`src/rtl/sprite_scheduler.sv`:
```
// Per-pixel sprite scheduler: shadow/active slot banks, fixed-priority hit test, shared ROM
// address generation and a two-stage pixel pipeline.
module sprite_scheduler #(
   parameter int unsigned NUM_SPRITES = 4,
   parameter int unsigned SPR_W       = 25,
   parameter int unsigned SPR_H       = 25,
   parameter int unsigned ID_W        = 3,
   parameter int unsigned ADDR_W      = 13,
   parameter int unsigned COMMIT_Y    = 480,
   localparam int unsigned SLOT_W     = (NUM_SPRITES > 1) ? $clog2(NUM_SPRITES) : 1
) (
   input  logic              vga_clk,
   input  logic              Reset,
   input  logic [9:0]        DrawX,
   input  logic [9:0]        DrawY,
   input  logic              blank,
   input  logic              cfg_we,
   input  logic [SLOT_W-1:0] cfg_slot,
   input  logic [9:0]        cfg_x,
   input  logic [9:0]        cfg_y,
   input  logic [ID_W-1:0]   cfg_id,
   input  logic              cfg_en,
   output logic [ADDR_W-1:0] rom_address,
   input  logic [3:0]        rom_q,
   output logic [3:0]        pix_index,
   output logic              pix_hit,
   output logic [SLOT_W-1:0] pix_slot,
   output logic              frame_commit
);

   logic [9:0]             sh_x  [NUM_SPRITES];
   logic [9:0]             sh_y  [NUM_SPRITES];
   logic [ID_W-1:0]        sh_id [NUM_SPRITES];
   logic [NUM_SPRITES-1:0] sh_en;
   logic [9:0]             act_x  [NUM_SPRITES];
   logic [9:0]             act_y  [NUM_SPRITES];
   logic [ID_W-1:0]        act_id [NUM_SPRITES];
   logic [NUM_SPRITES-1:0] act_en;

   logic commit;
   assign commit = (DrawX == 10'd0) && (DrawY == 10'(COMMIT_Y));

   always_ff @(posedge vga_clk or posedge Reset) begin
      if (Reset) begin
         for (int i = 0; i < NUM_SPRITES; i++) begin
            sh_x[i]  <= '0;
            sh_y[i]  <= '0;
            sh_id[i] <= '0;
         end
         sh_en <= '0;
      end else if (cfg_we && (32'(cfg_slot) < NUM_SPRITES)) begin
         sh_x[cfg_slot]  <= cfg_x;
         sh_y[cfg_slot]  <= cfg_y;
         sh_id[cfg_slot] <= cfg_id;
         sh_en[cfg_slot] <= cfg_en;
      end
   end

   // Copy reads shadow as it stood before this edge, so a same-cycle write waits a frame.
   always_ff @(posedge vga_clk or posedge Reset) begin
      if (Reset) begin
         for (int i = 0; i < NUM_SPRITES; i++) begin
            act_x[i]  <= '0;
            act_y[i]  <= '0;
            act_id[i] <= '0;
         end
         act_en <= '0;
      end else if (commit) begin
         for (int i = 0; i < NUM_SPRITES; i++) begin
            act_x[i]  <= sh_x[i];
            act_y[i]  <= sh_y[i];
            act_id[i] <= sh_id[i];
         end
         act_en <= sh_en;
      end
   end

   logic [NUM_SPRITES-1:0] hit_vec;
   logic                   win;
   logic [SLOT_W-1:0]      win_slot;
   logic [10:0]            win_dx;
   logic [10:0]            win_dy;
   logic [ID_W-1:0]        win_id;
   logic [ADDR_W-1:0]      addr_d;

   // 11-bit compares keep x+SPR_W from wrapping past 1023.
   always_comb begin
      hit_vec  = '0;
      win      = 1'b0;
      win_slot = '0;
      win_dx   = '0;
      win_dy   = '0;
      win_id   = '0;
      for (int i = 0; i < NUM_SPRITES; i++) begin
         hit_vec[i] = act_en[i] && blank &&
                      ({1'b0, DrawX} >= {1'b0, act_x[i]}) &&
                      ({1'b0, DrawX} <  ({1'b0, act_x[i]} + 11'(SPR_W))) &&
                      ({1'b0, DrawY} >= {1'b0, act_y[i]}) &&
                      ({1'b0, DrawY} <  ({1'b0, act_y[i]} + 11'(SPR_H)));
      end
      for (int i = NUM_SPRITES - 1; i >= 0; i--) begin
         if (hit_vec[i]) begin
            win      = 1'b1;
            win_slot = SLOT_W'(i);
            win_dx   = {1'b0, DrawX} - {1'b0, act_x[i]};
            win_dy   = {1'b0, DrawY} - {1'b0, act_y[i]};
            win_id   = act_id[i];
         end
      end
      addr_d = '0;
      if (win) begin
         addr_d = ADDR_W'(win_id) * ADDR_W'(SPR_W * SPR_H) +
                  ADDR_W'(win_dy) * ADDR_W'(SPR_W) + ADDR_W'(win_dx);
      end
   end

   logic              hit1;
   logic [SLOT_W-1:0] slot1;

   always_ff @(posedge vga_clk or posedge Reset) begin
      if (Reset) begin
         rom_address  <= '0;
         hit1         <= 1'b0;
         slot1        <= '0;
         pix_index    <= '0;
         pix_hit      <= 1'b0;
         pix_slot     <= '0;
         frame_commit <= 1'b0;
      end else begin
         rom_address  <= addr_d;
         hit1         <= win;
         slot1        <= win_slot;
         pix_index    <= hit1 ? rom_q : 4'd0;
         pix_hit      <= hit1 && (rom_q != 4'd0);
         pix_slot     <= hit1 ? slot1 : '0;
         frame_commit <= commit;
      end
   end

endmodule

```
`config.mk`:
```
export PLATFORM = sky130hd
export DESIGN_NAME = sprite_scheduler
export DESIGN_NICKNAME = d
export VERILOG_FILES = /design/src/rtl/sprite_scheduler.sv
export SDC_FILE = /design/constraint.sdc
export NUM_CORES = 1
export LEC_CHECK = 0
export BUFFER_PORTS_ARGS = -buffer_cell sky130_fd_sc_hd__buf_2
export CORE_AREA = 2 2 183 185
export CTS_CLUSTER_SIZE = 20
export DETAILED_ROUTE_END_ITERATION = 7
export DIE_AREA = 0 0 185 187
export PLACE_DENSITY_LB_ADDON = 0.25
export SYNTH_ARGS = -nofsm -noshare
export SYNTH_HDL_FRONTEND = slang
export SYNTH_SLANG_ARGS = --single-unit
```
`constraint.sdc`:
```
create_clock -name vga_clk -period 7.1 [get_ports vga_clk]
set_input_delay 1.065 -clock vga_clk [delete_from_list [all_inputs] [get_ports vga_clk]]
set_output_delay 1.065 -clock vga_clk [all_outputs]
set_load 0.005 [all_outputs]
```
Word-level counts from Yosys, hierarchy flattened. Cells that the tools add are included.

Multiplexer cells: 33. Reductions and logical operators: 26. $lt $le $gt $ge: 20. Add/sub/neg operators: 18. Equality and inequality tests: 1. Bitwise operators: 1. Multiply operators: 2.

Operators with widths (number): $add 10x5->11 const B (8); $lt 10x11->1 (8); $mux 11 (8); $sub 10x10->11 (8); $bwmux 40 (2); $ge 10x10->1 (8); $logic_and 1x1->1 (24); $demux 10 s2 (1); $mux 3 (5); $add 13x11->13 (1); $add 13x13->13 (1); $mul 11x5->13 const B (1); $mul 3x10->13 const B (1); $mux 13 (1); $bwmux 12 (1); $eq 10x9->1 const B (1); $logic_not 10->1 (1); $mux 10 (1); $mux 2 (5); $demux 3 s2 (1); $mux 1 (5); $bwmux 4 (1); $mux 4 (1); $reduce_bool 4->1 (1); 6 further kinds (6).

Output and inout bits: 21. Bits of input ports: 54. Register bits: 216.

Depth between registers and ports, before layout. Gate-level depths: netlist of the first run.

Depth in word-level cells: 13. Mapped depth: 33. Gate-level depth less buffers: 32.

Worst setup path after synthesis of the first run. OpenSTA, ideal clock, no wires.

Path type: flip-flop to flip-flop. From: register act_y[10] in the netlist's numbering. To: register rom_address[12]. Data required time: 6.972 ns. Path slack: -0.335 ns. Setup time: 0.128 ns. Stages on the path, launching flop included: 32. Buffers on the path: 1. Clock period less this slack: 7.435 ns. Arrival: 7.308 ns. Cell sequence: dfrtp_1 -> ha_1 -> a211o_1 -> nand2_1 -> xnor2_1 -> ha_1 -> a21oi_1 -> nor2_1 -> a2111oi_0 -> a21oi_1 -> nor4_4 -> clkbuf_1 -> a221oi_1 -> o31ai_1 -> ha_1 -> ha_1 -> ha_1 -> inv_1 -> fa_1 -> inv_1 -> ha_1 -> fa_1 -> a21o_1 -> a21oi_1 -> o21bai_1 -> a21oi_1 -> o21ai_0 -> a21o_1 -> a21oi_1 -> xnor2_1 -> xor2_1 -> mux2_1.

Longest elaborated chain between the ends: 10. Elaborated cells between the ends (all ways): 23.

Ends and longest elaborated chain: start, declared (line 36) `logic [9:0] act_y [NUM_SPRITES];`; start signal, assigned by index (line 71) `act_y[i] <= sh_y[i];`; $add 10x5->11 / $ge 10x10->1 (equally long branches) (line 99, 98); $lt 10x11->1 / $logic_and 1x1->1 (equally long branches) (line 99, 97); $logic_and 1x1->1 (line 98) `({1'b0, DrawY} >= {1'b0, act_y[i]}) &&`; $mux 11 / $mux 3 (equally long branches) (3 in series) (line 102) `if (hit_vec[i]) begin`; $mul 11x5->13 / $mul 3x10->13 (equally long branches) (line 113, 112); $add 13x13->13 (line 112) `addr_d = ADDR_W'(win_id) * ADDR_W'(SPR_W * SPR_H) +`; $add 13x11->13 (line 113) `ADDR_W'(win_dy) * ADDR_W'(SPR_W) + ADDR_W'(win_dx);`; $mux 13 * (line 111) `if (win) begin`; named net addr_d[12] (line 84) `logic [ADDR_W-1:0] addr_d;`; end signal, assigned (line 130) `rom_address <= addr_d;`; end, declared (line 23) `output logic [ADDR_W-1:0] rom_address,`.

The timed path passes the listed nets; every way through them passes the cells marked *. A chain may end at the register's enable or synchronous reset.

Final worst setup path of the first run.
From: register act_y[11] in the netlist's numbering. To: register rom_address[12].

The elaborated chain is that of the path after synthesis.

==> key figures, run 1 <==
Status
  – Outcome: completed

Critical path
  – Critical path peak fanout: 5
  – Worst R2R Start: act_y[11]$_DFFE_PP0P_
  – Slowest stage delay, CP: 0.54 ns
  – CP bufs+invs: 4
  – Setup crit end kind: register
  – Worst path slowest cell: fa_1
  – WS Path Type: reg2reg
  – Register-to-register setup slack: slightly above 0.05 ns
  – CP Data Arrival Time: roughly 7.5 ns
  – CP delay by family, top: adder cells
  – Critical Path Start: act_y[11]$_DFFE_PP0P_
  – Crit path launch type: register
  – CP required: 7.52 ns

Routing
  – Via count: about 14000
  – Wire per inst: roughly 19 um
  – DRT Pass-1 Iters: 5
  – DRC viols: 0
  – DRT iter0 DRCs: 816
  – Routed vias/inst: roughly 5.5
  – Routed Antenna Nets: 0
  – Routed WL: between 40000 and 50000 um

Placement
  – GPL Wtd Cong: roughly 0.95
  – Area post-placement: about 20000 sq um
  – Port bufs: 74
  – Placed Instances: between 2000 and 3000
  – Hpwl dp: about 38000 um

Floorplanning
  – Die area: ~35000 sq um
  – Rows: 67
  – Initial Util: approximately half
  – Horiz. Die Dim: 185 um
  – Die extent in y: 187 um
  – Core Region: ~33000 sq um
  – Number of placed I/O pins: 75

GRT
  – Gr usage total: 28.4%
  – Largest net degree at the start of global routing: 138
  – First-pass GRT wire length: ~77000 um
  – Antenna violations before repair: 0
  – Gr ovfl total: 0
  – Number of global-route vias before repair: around 14000

Logic synthesis
  – Net Count, Synth: about 2000
  – Main flop type after synthesis: dfrtp_1
  – Synth Area per Inst: ~9.6 sq um
  – Post-synth cell types: 65
  – Count of flip-flops with a built-in enable after synthesis: 0
  – Ys async rst share: between 90% and 100%
  – Synthesis Warnings: 0
  – Seq/Total Area, Yosys: between 30 and 40%
  – Post-Synthesis Cells: between 1500 and 2000
  – Synth Register Bits: 216
  – Mapped Area: around 16000 sq um

Cells and area
  – Net count, final: ~2400
  – Antenna diodes: 0
  – Area growth syn-to-layout: 31.4%
  – Most frequent cells in the layout: 341 x buf_4, 214 x dfrtp_1, 191 x ha_1
  – Share of post-route cells with drive strength above 1: roughly a third
  – Fin cells: approximately 2600
  – Most common cell after layout, fill and taps aside: buf_4
  – Final Instance Area: roughly 22000 sq um

Clock network
  – Clk buf depth: 3
  – Root Buffer Master: clkbuf_16
  – Post-CTS Hold Buffers: 0
  – TritonCTS clock tree: done
  – Clock Sink Count: between 200 and 250
  – Worst-path clk slew: 0.06 ns
  – Clock buffer count from CTS: 25
  – H-tree depth: 1
  – Clock latency on the worst-skew pair: 0.54 ns

Power and ir drop
  – Flop pwr share: between 40% and 50%
  – Peak VDD IR: roughly 0.21 mV
  – Leakage: 10.7 nW
  – Internal: around 2.3 mW
  – PD cells: between 100 and 150 nW/um^2
  – Net Sw Power: roughly 0.8 mW
  – Comb pwr share: 13.5%
  – Power share of the clock group: 41.3%
  – Switching share of power: 25.9%

STA
  – Unrepaired setup endpoints after global routing: true
  – Period utilization: about 99%
  – Worst hold margin: ~0.45 ns
  – Final min period: between 7 and 8 ns
  – Final Setup Violations: 0
  – Clock Skews: between 0.02 and 0.025 ns
  – Slew @ Worst Pin: slightly below 1 ns
  – Slew Limit Fails: 0
  – TNS Setup: 0 ns
  – Max_slew headroom: 34.1%
  – Fin. Hold Viols: 0
  – Fmax: 142 MHz

Worst hold path
  – Hold Startpoint: slot1[1]$_DFF_PP0_
  – Hold WC Path Type: reg2reg

Run
  – Total of max-cap violations: 0
==> Yosys cell counts (3+ instances only) <==
library cell / n / area, sq um
o22ai_1: 4 / 25.0
nand4_1: 11 / 68.8
a21oi_1: 106 / 531
a221oi_1: 11 / 96.3
clkbuf_1: 36 / 135
nand3b_1: 10 / 75.1
nor3_2: 3 / 30.0
o21ai_0: 134 / 671
a21o_1: 35 / 263
or3_1: 4 / 25.0
and2_1: 16 / 100
nand2_1: 145 / 544
inv_1: 176 / 661
a31oi_1: 5 / 31.3
o21a_1: 11 / 82.6
nor2_1: 85 / 319
o31ai_1: 14 / 105
a21boi_0: 8 / 60.1
nor3_1: 24 / 120
nand4b_1: 3 / 26.3
a211o_1: 8 / 70.1
a2111o_1: 3 / 33.8
nand3_1: 31 / 155
or2_2: 3 / 18.8
mux2i_1: 4 / 40.0
nor3b_1: 3 / 22.5
a211oi_1: 13 / 97.6
and3_1: 8 / 50.1
dfrtp_1: 216 / 5410
inv_2: 3 / 11.3
o2111ai_1: 3 / 26.3
o21bai_1: 11 / 82.6
a311oi_1: 4 / 35.0
o211ai_1: 12 / 90.1
ha_1: 211 / 2640
xor2_1: 27 / 236
nand2b_1: 8 / 50.1
fa_1: 37 / 741
nor4_1: 9 / 56.3
mux2_2: 115 / 1290
xnor2_1: 100 / 876
nor2b_1: 13 / 81.3
==> state kept, by name, summed over array words and instances, names as in the netlist <==
| register | flops |
|---|---|
| sh_en | 4 |
| act_y | 40 |
| slot1 | 2 |
| pix_hit | 1 |
| act_id | 12 |
| sh_id | 12 |
| rom_address | 13 |
| hit1 | 1 |
| sh_y | 40 |
| frame_commit | 1 |
| act_en | 4 |
| pix_index | 4 |
| sh_x | 40 |
| act_x | 40 |
| pix_slot | 2 |
==> power by group through the flow <==
| stage | Combinational (mW) | Clock, mW | Sequential [mW] |
|---|---|---|---|
| after floorplan | 0.233 | 0 | 1.39 |
| after global placement | 0.394 | 0 | 1.40 |
| after detailed placement | 0.405 | 0 | 1.41 |
| after CTS | 0.409 | 1.29 | 1.39 |
| after global routing | 0.457 | 1.34 | 1.40 |
| final | 0.417 | 1.27 | 1.39 |
==> cell type report <==
class | instances | area (sq um)
well taps | 448 | 561
repair buffers | 435 | 3220
multi-input cells | 1280 | 10800
flip-flops and latches | 216 | 5410
inverters | 180 | 687
clock inverters | 14 | 146
clock buffers | 30 | 654
fillers | 2732 | 11300
==> per-stage QoR <==
step	worst slack (ns)	util (%)	total power, mW
global route	-0.182	65.5	3.20
floorplan	0.00571	-	1.63
global placement	-0.512	60.1	1.80
detailed placement	-0.488	60.1	1.81
finish	0.0508	65.5	3.08
CTS	0.00378	63.3	3.09
==> per-layer routing <==
layer | routed length (um) | GRT usage, %
met4 | 1380 | 6.99
met1 | 23700 | 42.3
met3 | 2510 | 3.33
met2 | 21600 | 43.9
met5 | 0 | 0
==> worst paths after layout <==
path,end,depth (start not counted)
hold / removal,pix_slot[1]$_DFF_PP0_,1
max in group asynchronous,act_y[21]$_DFFE_PP0P_,3
setup reg to reg,rom_address[12]$_DFF_PP0_,29
min in group asynchronous,sh_y[17]$_DFFE_PP0P_,2
setup / recovery,rom_address[12]$_DFF_PP0_,29
hold reg to reg,pix_slot[1]$_DFF_PP0_,1
==> cell families (layout without fill, tap and decap cells) <==
kind of cell	Yosys count	after routing	share of synthesized area, %
compound gates	399	399	15.0
buf+inv	219	659	5.03
flops	216	216	33.0
fa+ha+maj	248	248	20.6
mux	120	120	8.22
simple gates	386	386	11.3
xor+xnor	127	127	6.79
==> what timing repair did <==
item	CTS	global route
resized for setup	36	109
endpoints found under the setup margin	1	4
buffers inserted	14	18
gates cloned	0	2
pin swaps	21	84
No activity file was read; power rests on OpenSTA's default activity.
==> inputs of run 2 (changes only) <==
- CTS_CLUSTER_SIZE: 20 -> unset
- clock period: 7.1 -> 8.3 ns (I/O delays scaled with it)
==> key figures, run 2 (synthesis gave the netlist of run 1 again) <==
Critical path
  – Setup crit end kind: register
  – Worst path slowest cell: or4_1
  – Worst R2R Start: act_y[30]$_DFFE_PP0P_
  – CP Data Arrival Time: 8.19 ns (+0.72 ns)
  – WS Path Type: reg2reg
  – Crit path launch type: register
  – Slowest stage delay, CP: 0.54 ns (about the same)
  – Critical Path Start: act_y[30]$_DFFE_PP0P_
  – Critical path peak fanout: 12 (+7)
  – CP required: 8.73 ns (+1.21 ns)

Clock network
  – Clock Sink Count: 216 (unchanged)
  – Clk buf depth: 3 (unchanged)
  – Clock buffer count from CTS: 25 (unchanged)
  – Clock latency on the worst-skew pair: 0.55 ns (about the same)
  – Worst-path clk slew: 0.06 ns (about the same)
  – H-tree depth: 1 (unchanged)
  – TritonCTS clock tree: done
  – Root Buffer Master: clkbuf_16

Routing
  – Routed Antenna Nets: 0 (unchanged)
  – DRT iter0 DRCs: 988 (+21%)
  – DRC viols: 0 (unchanged)
  – Routed WL: 44400 um (-9.6%)
  – Via count: 13008 (-8.7%)
  – DRT Pass-1 Iters: 5 (unchanged)
  – Routed vias/inst: 5.66 (+3.5%)
  – Wire per inst: 19.3 um (+2.4%)

STA
  – TNS Setup: 0 ns (unchanged)
  – Clock Skews: 0.0245 ns (+0.00288 ns)
  – Final Setup Violations: 0 (unchanged)
  – Fin. Hold Viols: 0 (unchanged)
  – Period utilization: 93.6% (-5.7 points)
  – Slew @ Worst Pin: 0.909 ns (-0.0697 ns)
  – Final min period: 7.77 ns (+0.718 ns)
  – Max_slew headroom: 38.4% (+4.3 points)
  – Slew Limit Fails: 0 (unchanged)
  – Fmax: 129 MHz (-9.2%)
  – Unrepaired setup endpoints after global routing: false

Floorplanning
  – Core Region: 32900 sq um (unchanged)
  – Die area: 34600 sq um (unchanged)
  – Number of placed I/O pins: 75 (unchanged)
  – Die extent in y: 187 um (unchanged)
  – Initial Util: 49.8% (unchanged)
  – Rows: 67 (unchanged)
  – Horiz. Die Dim: 185 um (unchanged)

GRT
  – First-pass GRT wire length: 71100 um (-7.1%)
  – Largest net degree at the start of global routing: 91 (-34%)
  – Number of global-route vias before repair: 13077 (-8.2%)
  – Gr usage total: 26.3% (-2.0 points)
  – Gr ovfl total: 0 (unchanged)
  – Antenna violations before repair: 1 (+1)

Power and ir drop
  – PD cells: 144 nW/um^2 (+0.85%)
  – Total chip power: 2.67 mW (-13%)
  – Peak VDD IR: 0.144 mV (-32%)
  – Leakage: 9.17 nW (-14%)

Cells and area
  – Net count, final: 2132 (-13%)
  – Fillers: 3031 (+11%)
  – Most common cell after layout, fill and taps aside: dfrtp_1
  – Antenna diodes: 0 (unchanged)
  – Area growth syn-to-layout: 13.0%
  – Share of post-route cells with drive strength above 1: 16.5% (-16 points)
  – Most frequent cells in the layout: 216 x dfrtp_1, 211 x ha_1, 175 x inv_1

Worst hold path
  – Hold Startpoint: slot1[1]$_DFF_PP0_
  – Hold WC Path Type: reg2reg

Run
  – Total of max-cap violations: 0 (unchanged)

Placement
  – GPL Wtd Cong: 0.949 (-0.29%)
  – Hpwl dp: 34500 um (-8.5%)
  – Port bufs: 74 (unchanged)

Status
  – Outcome: completed
==> run 2: cell count changes in the layout (fill, tap and decap cells not counted), sizes merged <==
| cell | before | now |
|---|---|---|
| bufinv | 2 | 4 |
| clkinvlp | 1 | 3 |
| clkinv | 12 | 6 |
| clkbuf | 32 | 33 |
| inv | 179 | 180 |
| buf | 433 | 127 |
==> run 2: routing by layer <==
layer  routed length [um]  vias up  share of wire, %  global-route usage, %
li1                     -     6246                 -                      -
met1                21700     6380                49                   38.9
met2                19400      327                44                   40.9
met3                 2370       53               5.3                   3.56
met4                  951        2               2.1                   6.29
met5                   11        -             0.025                      0
==> run 2: path summary, 6_finish.rpt <==
path | slack [ns] | cells past startpoint | endpoint
worst max-delay path | 0.53 | 29 | rom_address[12]$_DFF_PP0_
min in group asynchronous | 0.77 | 2 | sh_y[14]$_DFFE_PP0P_
worst max register to register | 0.53 | 29 | rom_address[12]$_DFF_PP0_
worst min-delay path | 0.46 | 1 | pix_slot[1]$_DFF_PP0_
worst min register to register | 0.46 | 1 | pix_slot[1]$_DFF_PP0_
max in group asynchronous | 6.21 | 3 | rom_address[4]$_DFF_PP0_
==> run 2: what timing repair did <==
item | 4_1_cts | 5_1_grt
hold buffers | 0 | 0
setup endpoints to repair | 0 | 1
endpoints found under the hold margin | 0 | 0
buffers inserted | 0 | 0
resized for setup | 0 | 4
==> run 2: layout make-up <==
type                       count  area (sq um)  share of cell area, %
clock buffer                  33           716                   3.87
clock inverter                13           176                  0.953
inverter                     180           683                   3.69
multi-input combinational   1280         10200                   55.0
sequential                   216          5410                   29.2
tap                          448           561                   3.03
timing repair buffer         127           781                   4.22
==> run 2: power breakdown <==
group          total (mW)  switching (mW)  internal, mW
Sequential           1.19          0.0453          1.14
Combinational       0.296           0.155         0.140
Clock                1.18           0.455         0.729
==> run 2: worst max-delay path, delay by kind of cell (launching register included) <==
kind,cells,cell delay [ns]
DFF,1,0.44
buffers and inverters,5,0.48
adders and majority gates,7,2.71
and+or+nand+nor,4,1.46
muxes,2,0.72
AOI/OAI and AO/OA,8,1.34
xor gates and xnor gates,3,0.46
==> run 2: per-stage QoR <==
step	hold slack [ns]	cell area, sq um	setup WS, ns	util (%)	cells
2_1_floorplan	0.434	16400	0.714	-	1715
3_3_place_gp	0.439	17600	0.161	53.5	2251
3_5_place_dp	0.446	17600	0.138	53.5	2251
4_1_cts	0.464	18500	0.465	56.2	2297
5_1_grt	0.470	18500	0.0476	56.3	2297
6_report	0.461	18500	0.533	56.3	2297
==> inputs of run 3 (changes only) <==
- CORE_AREA: 2 2 183 185 -> 4 4 185 187
- DIE_AREA: 0 0 185 187 -> 0 0 189 191
- MAX_ROUTING_LAYER: unset -> met4
==> key figures, run 3 (synthesis gave the netlist of run 1 again) <==
Clock network
  – Clock latency on the worst-skew pair: 0.54 ns (about the same)
  – Post-CTS Hold Buffers: 0 (unchanged)
  – Root Buffer Master: clkbuf_16
  – Clock buffer count from CTS: 24 (-4.0%)
  – H-tree depth: 1 (unchanged)
  – Clk buf depth: 3 (unchanged)
  – Clock Sink Count: 216 (unchanged)
  – TritonCTS clock tree: done
  – Worst-path clk slew: 0.06 ns (about the same)

Cells and area
  – Fillers: 2907 (-4.1%)
  – Most common cell after layout, fill and taps aside: dfrtp_1
  – Fin cells: 2274 (-1.0%)
  – Area growth syn-to-layout: 11.9%
  – Seq. cell area: 5410 sq um (unchanged)
  – Area of the multi-input gates: 10200 sq um (+0.18%)
  – Share of post-route cells with drive strength above 1: 15.9% (-0.60 points)
  – Most frequent cells in the layout: 216 x dfrtp_1, 211 x ha_1, 175 x inv_1
  – Net count, final: 2116 (-0.75%)
  – Final core occ: 56.5% (+0.15 points)

Routing
  – DRC viols: 0 (unchanged)
  – Via count: 12936 (-0.55%)
  – Routed Antenna Nets: 0 (unchanged)
  – Routed WL: 44000 um (-1.0%)
  – Routed vias/inst: 5.69 (+0.45%)
  – Wire per inst: 19.3 um (about the same)
  – DRT iter0 DRCs: 833 (-16%)
  – DRT Pass-1 Iters: 5 (unchanged)

GRT
  – Largest net degree at the start of global routing: 140 (+54%)
  – Number of global-route vias before repair: 12688 (-3.0%)
  – Antenna violations before repair: 1 (unchanged)
  – First-pass GRT wire length: 70100 um (-1.5%)
  – Gr ovfl total: 0 (unchanged)
  – Gr usage total: 25.2% (-1.2 points)

Placement
  – Port bufs: 74 (unchanged)
  – Hpwl dp: 34100 um (-1.2%)
  – Placed Instances: 2229 (-0.98%)
  – GPL Wtd Cong: 0.978 (+3.0%)

Floorplanning
  – Die extent in y: 191 um (+2.1%)
  – Horiz. Die Dim: 189 um (+2.2%)
  – Number of placed I/O pins: 75 (unchanged)
  – Die area: 36100 sq um (+4.3%)
  – Rows: 66 (-1.5%)
  – Core Region: 32500 sq um (-1.2%)
  – Initial Util: 50.5% (+0.63 points)

STA
  – Worst hold margin: 0.454 ns (-0.00693 ns)
  – Final min period: 7.75 ns (-0.0198 ns)
  – Slew @ Worst Pin: 1.06 ns (+0.146 ns)
  – Unrepaired setup endpoints after global routing: false
  – Fin. Hold Viols: 0 (unchanged)
  – Period utilization: 93.3% (-0.24 points)
  – Final Setup Violations: 0 (unchanged)
  – Max_slew headroom: 29.6% (-8.8 points)
  – Clock Skews: 0.0220 ns (-0.00252 ns)
  – Fmax: 129 MHz (+0.25%)
  – Slew Limit Fails: 0 (unchanged)

Critical path
  – Worst path slowest cell: a211oi_1
  – WS Path Type: reg2reg
  – Setup crit end kind: register
  – CP required: 8.71 ns (-0.02 ns)
  – Worst Reg-to-Reg Cells: 29 (unchanged)
  – CP Data Arrival Time: 8.16 ns (-0.03 ns)
  – Crit path launch type: register
  – Slowest stage delay, CP: 0.71 ns (+0.17 ns)
  – Critical path peak fanout: 6 (-6)

Worst hold path
  – Hold WC Path Type: reg2reg
  – Hold path depth: 1 (unchanged)

Status
  – Outcome: completed

Power and ir drop
  – Leakage: 9.06 nW (-1.2%)
  – Peak VDD IR: 0.150 mV (+4.4%)
  – PD cells: 142 nW/um^2 (-1.8%)

Run
  – Total of max-cap violations: 0 (unchanged)
## run 3: changes by cell type in the layout (fill, tap and decap cells not counted), sizes merged
cell	previous run	this run
buf	127	112
clkbuf	33	30
clkinv	6	8
bufinv	4	3
clkinvlp	3	2
diode	0	1
## run 3: through the flow
step                      TNS, ns  cell area, sq um  worst slack [ns]  total power, mW
after floorplan                 0             16400             0.714             1.39
after global placement          0             17500            0.0804             1.48
after detailed placement  -0.0940             17500           -0.0940             1.50
after CTS                       0             18300             0.218             2.62
after global routing            0             18300            0.0244             2.70
final                           0             18300             0.553             2.59
## run 3: layer usage
layer | part of all wire, % | wire, um | GRT usage, %
met4 | 2.2 | 958 | 5.16
met3 | 5.5 | 2440 | 2.83
met5 | 0 | 0 | -
met1 | 48 | 21300 | 36.4
met2 | 44 | 19300 | 38.7
## run 3: area by class of cell
type | instances | share of cell area, %
sequential | 216 | 29.5
inverter | 180 | 3.73
clock buffer | 30 | 3.62
antenna | 1 | 0.0137
clock inverter | 13 | 0.874
multi-input combinational | 1280 | 55.7
tap | 442 | 3.02
timing repair buffer | 112 | 3.58
## run 3: critical path: cells and delay by family (launching register included)
kind                     cells  cell delay (ns)
AO/OA/AOI/OAI               11             2.42
buffers and inverters        3             0.44
adder cells (fa/ha/maj)      7             2.70
flip-flops                   1             0.44
multiplexers                 2             0.68
XOR/XNOR                     3             0.47
AND/OR/NAND/NOR              3             0.48
## run 3: where the power goes
part	internal [mW]	switching, mW	leakage, nW	total, mW
clock network	0.661	0.452	0.404	1.11
registers	1.14	0.0445	2.39	1.19
logic	0.139	0.155	6.26	0.294
total	1.94	0.652	9.06	2.59
## run 3: repair_timing
| action | in CTS | in global routing |
|---|---|---|
| buffers inserted | 0 | 1 |
| setup endpoints to repair | 0 | 1 |
| gates resized for setup | 0 | 10 |
| hold endpoints to repair | 0 | 0 |
## run 3: path summary, 6_finish.rpt
check | slack, ns | end | from
worst max-delay path | 0.55 | rom_address[12]$_DFF_PP0_ | act_y[0]$_DFFE_PP0P_
worst min-delay path | 0.45 | pix_slot[1]$_DFF_PP0_ | slot1[1]$_DFF_PP0_
worst max register to register | 0.55 | rom_address[12]$_DFF_PP0_ | act_y[0]$_DFFE_PP0P_
worst min register to register | 0.45 | pix_slot[1]$_DFF_PP0_ | slot1[1]$_DFF_PP0_
max in group asynchronous | 5.86 | rom_address[2]$_DFF_PP0_ | Reset
min in group asynchronous | 0.83 | sh_y[18]$_DFFE_PP0P_ | Reset
